**src/rtl/axis_wave_sched_pkg.sv**
```systemverilog
// Shared definitions for the waveform-command scheduler: command word layout
// and the dispatch FSM state encoding.
package axis_wave_sched_pkg;

  localparam int QSEL_LSB      = 72;
  localparam int CTRL_LSB      = 64;
  localparam int WAIT_LSB      = 32;
  localparam int ADDR_LSB      = 0;
  localparam int CTRL_TRIG_BIT = 7;

  typedef enum logic [1:0] {
    IDLE  = 2'd0,
    ISSUE = 2'd1,
    TRIG  = 2'd2,
    WAIT  = 2'd3
  } state_t;

endpackage

```
**src/rtl/axis_wave_sched_fifo.sv**
```systemverilog
// Synchronous FIFO with occupancy count; depth is 2**AW, pointers wrap naturally.
module axis_wave_sched_fifo #(
  parameter int W  = 8,
  parameter int AW = 4
) (
  input  logic         i_clk,
  input  logic         i_rst_n,
  input  logic         i_flush,
  input  logic         i_push,
  input  logic [W-1:0] i_data,
  input  logic         i_pop,
  output logic [W-1:0] o_data,
  output logic [AW:0]  o_count,
  output logic         o_full,
  output logic         o_empty
);
  localparam int          DEPTH     = 2 ** AW;
  localparam logic [AW:0] DEPTH_CNT = {1'b1, {AW{1'b0}}};

  logic [W-1:0]  r_mem [DEPTH];
  logic [AW-1:0] r_wr_ptr;
  logic [AW-1:0] r_rd_ptr;
  logic [AW:0]   r_count;
  logic          w_wr;
  logic          w_rd;

  assign o_full  = (r_count == DEPTH_CNT);
  assign o_empty = (r_count == '0);
  assign o_count = r_count;
  assign o_data  = r_mem[r_rd_ptr];
  // A full FIFO never takes a write, even when a pop happens in the same cycle.
  assign w_wr    = i_push & ~o_full & i_rst_n & ~i_flush;
  assign w_rd    = i_pop & ~o_empty & i_rst_n & ~i_flush;

  always_ff @(posedge i_clk) begin
    if (!i_rst_n || i_flush) begin
      r_wr_ptr <= '0;
      r_rd_ptr <= '0;
      r_count  <= '0;
    end else begin
      if (w_wr) r_wr_ptr <= r_wr_ptr + 1'b1;
      if (w_rd) r_rd_ptr <= r_rd_ptr + 1'b1;
      case ({w_wr, w_rd})
        2'b10:   r_count <= r_count + 1'b1;
        2'b01:   r_count <= r_count - 1'b1;
        default: r_count <= r_count;
      endcase
    end
  end

  always_ff @(posedge i_clk) begin
    if (w_wr) r_mem[r_wr_ptr] <= i_data;
  end

endmodule

```
**src/rtl/axis_wave_sched_v5.sv**
```systemverilog
// Waveform-command scheduler: queues pushed commands and dispatches them one at a
// time to one of NCH channels, spaced by each command's wait field.
module axis_wave_sched_v5
  import axis_wave_sched_pkg::*;
#(
  parameter int NQ   = 4,
  parameter int NMEM = 3,
  parameter int BT   = 16,
  parameter int NCH  = 4
) (
  input  logic            aclk,
  input  logic            aresetn,
  input  logic            s_axis_tvalid,
  output logic            s_axis_tready,
  input  logic [79:0]     s_axis_tdata,
  input  logic            run,
  input  logic            flush,
  input  logic            trig,
  output logic [NCH-1:0]  m_valid,
  output logic [NMEM-1:0] m_addr,
  output logic [6:0]      m_ctrl,
  output logic            busy,
  output logic [NQ:0]     fifo_cnt,
  output logic            err_qsel
);
  localparam int             CW     = 16 + BT + NMEM;
  localparam logic [7:0]     NCH_Q  = 8'(NCH);
  localparam logic [NCH-1:0] CH_ONE = {{(NCH-1){1'b0}}, 1'b1};

  state_t        r_state;
  state_t        w_state_nxt;
  logic [BT-1:0] r_cnt;
  logic [BT-1:0] w_cnt_nxt;
  logic [CW-1:0] r_cmd;
  logic [CW-1:0] w_entry;
  logic [CW-1:0] w_head;
  logic          w_push;
  logic          w_pop;
  logic          w_full;
  logic          w_empty;
  logic          w_can_pop;
  logic          w_fire;
  logic          w_err_set;
  logic          w_qsel_ok;
  logic [7:0]    w_qsel;
  logic [7:0]    w_ctrl;
  logic [BT-1:0] w_wait;
  logic [NMEM-1:0] w_addr;
  logic          w_unused_tdata;

  // Only the fields that matter are queued; wait/addr upper bits are dropped here.
  assign w_entry = {s_axis_tdata[QSEL_LSB +: 8], s_axis_tdata[CTRL_LSB +: 8],
                    s_axis_tdata[WAIT_LSB +: BT], s_axis_tdata[ADDR_LSB +: NMEM]};
  assign w_unused_tdata = ^s_axis_tdata;

  assign s_axis_tready = aresetn & ~flush & ~w_full;
  assign w_push        = s_axis_tvalid & s_axis_tready;
  assign w_can_pop     = run & ~w_empty;

  assign w_addr = r_cmd[NMEM-1:0];
  assign w_wait = r_cmd[NMEM +: BT];
  assign w_ctrl = r_cmd[NMEM+BT +: 8];
  assign w_qsel = r_cmd[NMEM+BT+8 +: 8];

  assign w_qsel_ok = (w_qsel < NCH_Q);
  assign w_err_set = (r_state == ISSUE) & ~w_qsel_ok;
  assign w_fire    = ((r_state == ISSUE) & w_qsel_ok & ~w_ctrl[CTRL_TRIG_BIT])
                   | ((r_state == TRIG) & trig);
  assign busy      = (r_state == WAIT) | (r_state == TRIG) | ~w_empty;

  axis_wave_sched_fifo #(
    .W  (CW),
    .AW (NQ)
  ) u_fifo (
    .i_clk   (aclk),
    .i_rst_n (aresetn),
    .i_flush (flush),
    .i_push  (w_push),
    .i_data  (w_entry),
    .i_pop   (w_pop),
    .o_data  (w_head),
    .o_count (fifo_cnt),
    .o_full  (w_full),
    .o_empty (w_empty)
  );

  always_comb begin
    w_state_nxt = r_state;
    w_cnt_nxt   = r_cnt;
    w_pop       = 1'b0;
    if (w_fire) begin
      // A zero wait chains straight into the next pop for one strobe per cycle.
      w_cnt_nxt = w_wait;
      if (w_wait != '0) begin
        w_state_nxt = WAIT;
      end else if (w_can_pop) begin
        w_pop       = 1'b1;
        w_state_nxt = ISSUE;
      end else begin
        w_state_nxt = IDLE;
      end
    end else begin
      case (r_state)
        IDLE: begin
          if (w_can_pop) begin
            w_pop       = 1'b1;
            w_state_nxt = ISSUE;
          end else begin
            w_state_nxt = IDLE;
          end
        end
        ISSUE: begin
          if (w_err_set) begin
            w_state_nxt = IDLE;
          end else begin
            w_state_nxt = TRIG;
          end
        end
        TRIG: begin
          w_state_nxt = TRIG;
        end
        WAIT: begin
          if (r_cnt <= BT'(1)) begin
            w_cnt_nxt = '0;
            if (w_can_pop) begin
              w_pop       = 1'b1;
              w_state_nxt = ISSUE;
            end else begin
              w_state_nxt = IDLE;
            end
          end else begin
            w_cnt_nxt   = r_cnt - BT'(1);
            w_state_nxt = WAIT;
          end
        end
        default: begin
          w_state_nxt = IDLE;
        end
      endcase
    end
  end

  always_ff @(posedge aclk) begin
    if (!aresetn) begin
      r_state  <= IDLE;
      r_cnt    <= '0;
      r_cmd    <= '0;
      m_valid  <= '0;
      m_addr   <= '0;
      m_ctrl   <= '0;
      err_qsel <= 1'b0;
    end else if (flush) begin
      r_state  <= IDLE;
      r_cnt    <= '0;
      m_valid  <= '0;
      err_qsel <= 1'b0;
    end else begin
      r_state <= w_state_nxt;
      r_cnt   <= w_cnt_nxt;
      if (w_pop) r_cmd <= w_head;
      m_valid <= w_fire ? (CH_ONE << w_qsel[2:0]) : '0;
      if (w_fire) begin
        m_addr <= w_addr;
        m_ctrl <= w_ctrl[6:0];
      end
      if (w_err_set) err_qsel <= 1'b1;
    end
  end

endmodule
```
**config.mk**
```make
export PLATFORM = sky130hd
export DESIGN_NAME = axis_wave_sched_v5
export DESIGN_NICKNAME = d
export VERILOG_FILES = /design/src/rtl/axis_wave_sched_pkg.sv /design/src/rtl/axis_wave_sched_fifo.sv /design/src/rtl/axis_wave_sched_v5.sv
export SDC_FILE = /design/constraint.sdc
export NUM_CORES = 1
export LEC_CHECK = 0
export ABC_AREA = 1
export CORE_MARGIN = 5
export CORE_UTILIZATION = 50
export DETAILED_ROUTE_END_ITERATION = 7
export GPL_TIMING_DRIVEN = 1
export HOLD_SLACK_MARGIN = 0.12
export PLACE_DENSITY_LB_ADDON = 0.25
export SLEW_MARGIN = 20
export SYNTH_ARGS = -nofsm -noshare
export SYNTH_HDL_FRONTEND = slang
export SYNTH_SLANG_ARGS = --single-unit
```
**constraint.sdc**
```tcl
create_clock -name aclk -period 6.2 [get_ports aclk]
set_input_delay 1.86 -clock aclk [delete_from_list [all_inputs] [get_ports aclk]]
set_output_delay 1.86 -clock aclk [all_outputs]
set_load 0.1 [all_outputs]
```
# Word-level counts from Yosys, hierarchy flattened
# Memory sizes are Yosys's and may differ from the RTL's. A register that Yosys moved wholly into a read port is not among the register bits.
# Index checks and enable logic that the tools add are counted.
dict set report classes {
  addsub 5
  n_lt_le_gt_ge 2
  n_eq_ne 6
  shifts 1
  muxes 17
  n_bitwise 24
  reduce_logical 12
}
# cell n
set op_table {}
lappend op_table {{2-to-1 mux 16 bit} 3}
lappend op_table {{less-or-equal comparator 16 x 1 -> 1 bit (second input constant)} 1}
lappend op_table {{nonzero test 16 bit} 1}
lappend op_table {{subtractor 16 x 1 -> 16 bit (second input constant)} 1}
lappend op_table {{bitwise AND 1 bit} 14}
lappend op_table {{one-hot mux 5 bit (2 select lines)} 1}
lappend op_table {{adder 4 x 1 -> 4 bit (second input constant)} 2}
lappend op_table {{< comparator 8 x 3 -> 1 bit (second input constant)} 1}
lappend op_table {{2-to-1 mux 2 bit} 4}
lappend op_table {{one-hot mux 2 bit (4 select lines)} 1}
lappend op_table {{2-to-1 mux 1 bit} 7}
lappend op_table {{NOT 1 bit} 7}
lappend op_table {{equality test 2 bit (second input constant)} 3}
lappend op_table {{adder 5 x 1 -> 5 bit (second input constant)} 1}
lappend op_table {{equality test 5 bit (second input constant)} 1}
lappend op_table {{zero test 5 bit} 1}
lappend op_table {{subtractor 5 x 1 -> 5 bit (second input constant)} 1}
lappend op_table {{equality test 2 x 1 -> 1 bit (second input constant)} 2}
lappend op_table {{AND reduction 2 bit} 2}
lappend op_table {{nonzero test 2 bit} 2}
lappend op_table {{<< shifter 1 x 3 -> 4 bit (first input constant)} 1}
lappend op_table {{bitwise OR 1 bit} 3}
lappend op_table {{OR reduction 3 bit} 1}
lappend op_table {{zero test 1 bit} 2}
lappend op_table {{4 further kinds} 4}
dict set report word_totals {
  ff_bits 46
  mem_bits_rw 560
  input_bits 86
  output_inout_bits 22
  word_cells 77
  mem_count 1
}
# name depth width read_ports rd_ports_with_merged_regs write_ports line
set memory_table {}
lappend memory_table {u_fifo.r_mem 16 35 1 1 1 axis_wave_sched_fifo.sv:20} ;# logic [W-1:0] r_mem [DEPTH];

# Logic depth before layout (Yosys ltp)
# Gate-level depths: netlist of run 1.
dict set report logic_depth {
  depth_word 12
  ltp_mapped 20
}

# Modules after synthesis
# Synthesis of run 1 repeated with hierarchy kept, for this count alone.
dict set report unflattened {
  hier_cells 2184
  area_unflattened_um2 26928.3
}
# mod instances cells_per_inst area_per_inst_um2 seq_area_each_um2
set by_module_without_submodules {}
lappend by_module_without_submodules {axis_wave_sched_fifo 1 1618 23263.6 17156.5}
lappend by_module_without_submodules {axis_wave_sched_v5 1 566 3664.8 1361.3}

# Worst setup path before layout of run 1
# Ideal clock, no wire load.
dict set report synth_path {
  path_type {in2reg}
  start {input aresetn}
  end {memory u_fifo.r_mem[0][0] (netlist bit), enable pin}
  setup_ps 427
  arrival_ps 4780
  required_time_ps 5773
  path_slack_ps 993
  cell_stages 8
  path_cell_list {inv_1 nor2_1 o21ai_0 inv_1 nand2_1 inv_1 nand2_1 nor2_1}
}
dict set report synth_via {
  elab_chain_cells 8
}
# element line
set synth_lines {}
lappend synth_lines {{start: declaration} axis_wave_sched_v5.sv:12} ;# input logic aresetn,
lappend synth_lines {{bitwise AND 1 bit (2 in series)} axis_wave_sched_v5.sv:56} ;# assign s_axis_tready = aresetn & ~flush & ~w_full;
lappend synth_lines {{named net s_axis_tready} axis_wave_sched_v5.sv:14} ;# output logic s_axis_tready,
lappend synth_lines {{bitwise AND 1 bit} axis_wave_sched_v5.sv:57} ;# assign w_push = s_axis_tvalid & s_axis_tready;
lappend synth_lines {{bitwise AND 1 bit (3 in series)} axis_wave_sched_fifo.sv:32} ;# assign w_wr = i_push & ~o_full & i_rst_n & ~i_flush;
lappend synth_lines {{2-to-1 mux 1 bit} axis_wave_sched_fifo.sv:52} ;# if (w_wr) r_mem[r_wr_ptr] <= i_data;
lappend synth_lines {{2-to-1 mux 1 bit (not written as such)} axis_wave_sched_fifo.sv:52}
lappend synth_lines {{end: declaration} axis_wave_sched_fifo.sv:20}
# The timed path passes the listed nets, and every way through them passes these cells.

# Worst setup path after layout of run 1
dict set report layout_path {
  start {input aresetn}
  end {output s_axis_tready}
}
dict set report layout_via {
  elab_chain_cells 2
}
# element line
set layout_lines {}
lappend layout_lines {{bitwise AND 1 bit (2 in series)} axis_wave_sched_v5.sv:56}
lappend layout_lines {{end: declaration} axis_wave_sched_v5.sv:14}
# No other way between the ends.

==> results of run 1 <==
## sequential cells by signal, indices dropped and copies added, names as in the netlist
register         flops
err_qsel             1
m_addr               3
m_ctrl               7
m_valid              4
r_cmd               35
r_cnt               16
r_state              2
u_fifo.o_count       5
u_fifo.r_mem       560
u_fifo.r_rd_ptr      4
u_fifo.r_wr_ptr      4
## power breakdown
group | internal, W | switching [W]
registers | 0.00470 | 0.00000701
logic | 0.0000546 | 0.000144
clock network | 0.00224 | 0.00161
## worst min path at each step
| stage | to |
|---|---|
| 6_report | m_valid[0]$_SDFF_PP0_ |
| 4_1_cts | m_valid[0]$_SDFF_PP0_ |
| 5_1_grt | r_cmd[25]$_SDFFE_PN0P_ |
| 3_3_place_gp | m_valid[2]$_SDFF_PP0_ |
| 2_1_floorplan | m_valid[0]$_SDFF_PP0_ |
| 3_5_place_dp | m_valid[0]$_SDFF_PP0_ |
## cells by family (layout without fill, tap and decap cells)
family | after synthesis | in the layout
and+or+nand+nor | 836 | 836
buffers and inverters | 214 | 295
AOI/OAI and AO/OA | 442 | 442
DFF | 641 | 641
adders and majority gates | 17 | 17
xor gates and xnor gates | 18 | 18
## metal layers
layer	vias up	track usage (%)	part of all wire, %
met2	701	36.5	48
met1	8423	30.7	42
met4	4	7.50	2.7
met5	-	0	0.045
li1	7878	-	-
met3	116	4.25	7.8
## worst max-delay path, stage by stage
cell and delay, ns:
clkdlybuf4s50_1 0.48, inv_1 0.13, nor2_1 0.12, buf_4 0.23, o21ai_0 0.11, inv_1 0.12, buf_12 0.18
## synth_stat cells (all sizes together)
library cell | n | area share (%)
nand2 | 277 | 4.0
edfxtp | 560 | 65
buf | 77 | 1.6
nor3 | 6 | 0.14
xnor2 | 4 | 0.14
inv | 75 | 1.1
nand3 | 108 | 2.1
a21oi | 38 | 0.75
nor2 | 421 | 6.2
clkbuf | 60 | 0.87
fa | 1 | 0.078
nand4 | 24 | 0.58
ha | 16 | 0.78
o2111ai | 1 | 0.034
o211ai | 1 | 0.029
xor2 | 14 | 0.48
o22ai | 10 | 0.24
dfxtp | 81 | 6.3
clkinv | 2 | 0.029
a211oi | 3 | 0.087
a31oi | 4 | 0.097
o21ai | 273 | 5.3
o221ai | 112 | 3.8
## metrics by stage
stage	hold slack, ns	util (%)
2_1_floorplan	0.414	-
3_3_place_gp	0.434	53.0
3_5_place_dp	0.439	53.0
4_1_cts	0.453	57.1
5_1_grt	0.483	57.1
6_report	0.452	57.1
## cell type report
cell class                 count  area [µm²]
multi-input combinational   1313        6540
inverter                      77         303
tap                          680         851
clock buffer                  92        1860
clock inverter                30         234
timing repair buffer          96         990
fill                        4137       22000
sequential                   641       18400
==> impl_metrics.toml, run 1 <==
[setup_path]
cp-start-kind = "input port"
crit_required_ns = 4.34
reg2reg_from = "r_state[1]$_SDFF_PP0_"
setup.worst_path.start = "aresetn"
setup.worst_path.class = "in -> out"
path_max_fanout = 11
r2r-end = "u_fifo.o_count[4]$_SDFFE_PP0P_"
r2r.worst_path.cells = 18
reg2reg_slack_ns = 2.88
crit_end = "s_axis_tready"
cp-end-kind = "primary output"
critPathArrivalTime_ns = 3.24

[yosys]
yosys.area_share.simple_pct = 13.1
synth_mux_area_share_pct = 0
synthXorXnorAreaFrac_pct = 0.612
synth_cell_types = 33
postSynthAreaPerCell_um2 = 11.9
synth_compound_area_share_pct = 10.4
yosysWarningCount = 0
synth_top_family_by_area = "simple AND/OR/NAND/NOR gates"
synthAdderAreaFrac_pct = 0.854
syn_nets = 2271
ys_ff_latch = 641
syn_inst = 2168
ys_seq_area_share_pct = 71.5
synth_area_mm2 = 0.0258

[die]
placeableCoreArea_mm2 = 0.0512
die_y_um = 237
die_x_um = 237
dieArea_mm2 = 0.0562
io-pin-count = 108
rows = 83
initial_core_util_pct = 50.3

[routing]
dr.first_iter.drc_count = 1977
vias = 17100
wire_per_inst_um = 21.9
viasPerCell = 5.85
totalWireLength_mm = 64.2
postRouteAntennaNets = 0
drc_errors = 0
dr.pass1.iters = 5

[hold_path]
hp-class = "reg -> reg"
hold_depth = 1
hold_start = "r_cmd[27]$_SDFFE_PN0P_"

[cts]
hold_buffers = 0
clkSlewWorstSetupHoldPaths_ns = 0.05
postCtsResizedCells = 0
cts_root_buffer = "clkbuf_16"
cts_sinks = 641
cts_buffer_depth = 3
post-cts-setup-buffers = 0
cts_tree = "built"
cts_max_level = 3
cts_inserted_buffers = 68
clk_latency_ns = 0.60

[placed_design]
dp_hpwl_mm = 33.4
dp.cells = 2807
gp_congestion = 0.801
portBuffers = 62
dpl_cell_area_mm2 = 0.0271
dp_slack_ns = 0.940

[global_routing]
grt_max_degree = 233
gr-total-overflow = 0
grt_pass1_vias = 16600
grt_pass1_wl_mm = 97.6
antenna_found_initial = 2
grt_usage_pct = 22.4

[layout]
final_nets = 2300
final_area_mm2 = 0.0292
num_antenna_cells = 0
final_common_cell = "edfxtp_1"
layout_common_cells = "edfxtp_1 (560), nor2_1 (401), nand2_1 (276), o21ai_0 (208), o221ai_1 (112)"
fin_cells = 2929
drive_gt1_share_pct = 8.05
area_delta_synth_final_pct = 13.4

[timing]
fin_ws_ns = 1.10
tns_ns = 0
drv_slew = 0
setup_viol = 0
tightest_slew_ns = 1.14
max_freq_ghz = 0.196
relSlewSlack_pct = 24.3
finClkSkew_ns = 0.0169
rsz0062_at_grt = "false"
post-route-period-util_pct = 82.3
hold_violations = 0
period_minus_slack_ns = 5.10

[pwr]
power.leakage_nw = 10.1
power_density_mw_per_mm2 = 300
peakVddDrop_mv = 0.190
power_w = 0.00876

[run]
max_cap_violations = 0

[status]
status = "complete, no violations"
Power figures use the tool's default switching activity.
==> run 2, diff against run 1 <==
==> constraint.sdc (replaced) <==
create_clock -name aclk -period 5 [get_ports aclk]
set_input_delay 1.5 -clock aclk [delete_from_list [all_inputs] [get_ports aclk]]
set_output_delay 1.5 -clock aclk [all_outputs]
set_load 0.1 [all_outputs]
==> run 2 against run 1 <==
Against the previous run:
- via count is 0.29% lower
- setup slack got worse by 0.30 ns
- power increased by 23%
- sequential share of layout area shrank 0.092 points
- die area unchanged
- register-to-register slack got worse by 0.92 ns
- highest routed layer unchanged
- critical path depth decreased by 1
- largest power group unchanged
- count of clock-buffer cells in the layout grew 2
- routed wire length shrank 0.99%
==> impl_metrics.toml, run 2 (same netlist as run 1, synthesis figures left out) <==
[status]
status = "complete, no violations"

[pwr]
peakVddDrop_mv = 0.226
power_density_mw_per_mm2 = 368
power.leakage_nw = 10.1
power_w = 0.0108

[timing]
rsz0062_at_grt = "false"
tns_ns = 0
setup_viol = 0
finClkSkew_ns = 0.0304
drv_slew = 0
post-route-period-util_pct = 84.0
max_freq_ghz = 0.238
period_minus_slack_ns = 4.20
fin_ws_ns = 0.800
tightest_slew_ns = 1.20
hold_violations = 0
relSlewSlack_pct = 19.9

[layout]
seqCellArea_mm2 = 0.0184
drive_gt1_share_pct = 8.26
final_nets = 2307
fillerInstances = 4149
final_common_cell = "edfxtp_1"
top_register = "u_fifo.r_mem"
top_regs = "u_fifo.r_mem: 560 flops, r_cmd: 35 flops, r_cnt: 16 flops"
largest_reg_flops = 560
area_delta_synth_final_pct = 13.6
multi_input_area_mm2 = 0.00654
layout_common_cells = "edfxtp_1 (560), nor2_1 (401), nand2_1 (276), o21ai_0 (208), o221ai_1 (112)"

[global_routing]
grt_pass1_wl_mm = 96.5
grt_max_degree = 261
antenna_found_initial = 3
grt_usage_pct = 22.1
gr-total-overflow = 0
grt_pass1_vias = 16400

[cts]
hold_buffers = 0
cts_inserted_buffers = 67
cts_max_level = 3
cts_root_buffer = "clkbuf_16"
clkSlewWorstSetupHoldPaths_ns = 0.06
cts_buffer_depth = 3
cts_tree = "built"
clk_latency_ns = 0.59
cts_sinks = 641
post-cts-setup-buffers = 0
postCtsResizedCells = 0

[placed_design]
portBuffers = 62
dp_hpwl_mm = 33.5
gp_congestion = 0.826
dp_slack_ns = 0.551

[setup_path]
cp_common_cell = "inv_1"
cp-end-kind = "primary output"
critPathArrivalTime_ns = 2.70
slowest_stage = "clkdlybuf4s50_1"
cp_top_family = "buffers and inverters"
crit_path_cell_trace = "clkdlybuf4s50_1 > inv_1 > nor2_1 > o21ai_0 > inv_1 > buf_12"
slowest_delay_ns = 0.48
crit_required_ns = 3.50
path_max_fanout = 8
setup.worst_path.class = "in -> out"
path_buf_inv = 4
cp-start-kind = "input port"

[routing]
highest-signal-layer = "met5"
dr.first_iter.drc_count = 1807
dr.pass1.iters = 7
totalWireLength_mm = 63.6
wire_per_inst_um = 21.7
wl_met3_mm = 4.75
wl_met1_mm = 27.4
postRouteAntennaNets = 0
viasPerCell = 5.82
drc_errors = 0
vias = 17100
routed-wl-met2_mm = 29.7

[run]
max_cap_violations = 0

[die]
die_y_um = 237
placeableCoreArea_mm2 = 0.0512
io-pin-count = 108
die_x_um = 237
rows = 83
initial_core_util_pct = 50.3
dieArea_mm2 = 0.0562

[hold_path]
hp-class = "reg -> reg"
-- run 2: final timing paths --
kind              depth (start not counted)                              to                   start  slack (ns)
setup / recovery                          6                   s_axis_tready                 aresetn        0.80
setup reg to reg                         19  u_fifo.o_count[4]$_SDFFE_PP0P_  r_cmd[29]$_SDFFE_PN0P_        1.96
hold reg to reg                           1           m_valid[2]$_SDFF_PP0_  r_cmd[27]$_SDFFE_PN0P_        0.44
hold / removal                            1           m_valid[2]$_SDFF_PP0_  r_cmd[27]$_SDFFE_PN0P_        0.44
-- run 2: power breakdown --
| part | internal (W) | switching (W) | leakage [nW] |
|---|---|---|---|
| Sequential | 0.00583 | 0.00000834 | 5.69 |
| Combinational | 0.0000683 | 0.000179 | 3.42 |
| Clock | 0.00274 | 0.00194 | 1.00 |
| Total | 0.00864 | 0.00212 | 10.1 |
-- run 2: worst register-to-register path: cells and delay by family, from the launching register on --
kind                       cells  cell delay [ns]
and+or+nand+nor               11             1.46
adders and majority gates      2             0.64
buffers and inverters          4             0.36
DFF                            1             0.30
AOI/OAI and AO/OA              2             0.20
-- run 2: layout make-up --
cell class / instances / area share [%]
antenna: 1 / 0.00855
clock buffer: 94 / 6.47
clock inverter: 24 / 0.560
inverter: 77 / 1.03
multi-input combinational: 1313 / 22.3
sequential: 641 / 63.0
tap: 680 / 2.91
timing repair buffer: 104 / 3.66
-- run 2: routing by layer --
metal / vias to the layer above / global-route usage [%]
li1: 7907 / -
met1: 8376 / 30.9
met2: 661 / 35.3
met3: 123 / 4.34
met4: 6 / 7.33
met5: - / 0
-- run 2: through the flow --
stage               area, µm²  instances  hold WS (ns)  util, %
finish                  29300       2934         0.443     57.2
global route            29300       2933         0.465     57.2
CTS                     29300       2933         0.442     57.2
detailed placement      27200       2815         0.432     53.1
global placement        27200       2815         0.430     53.1
floorplan               25800       2168         0.414        -
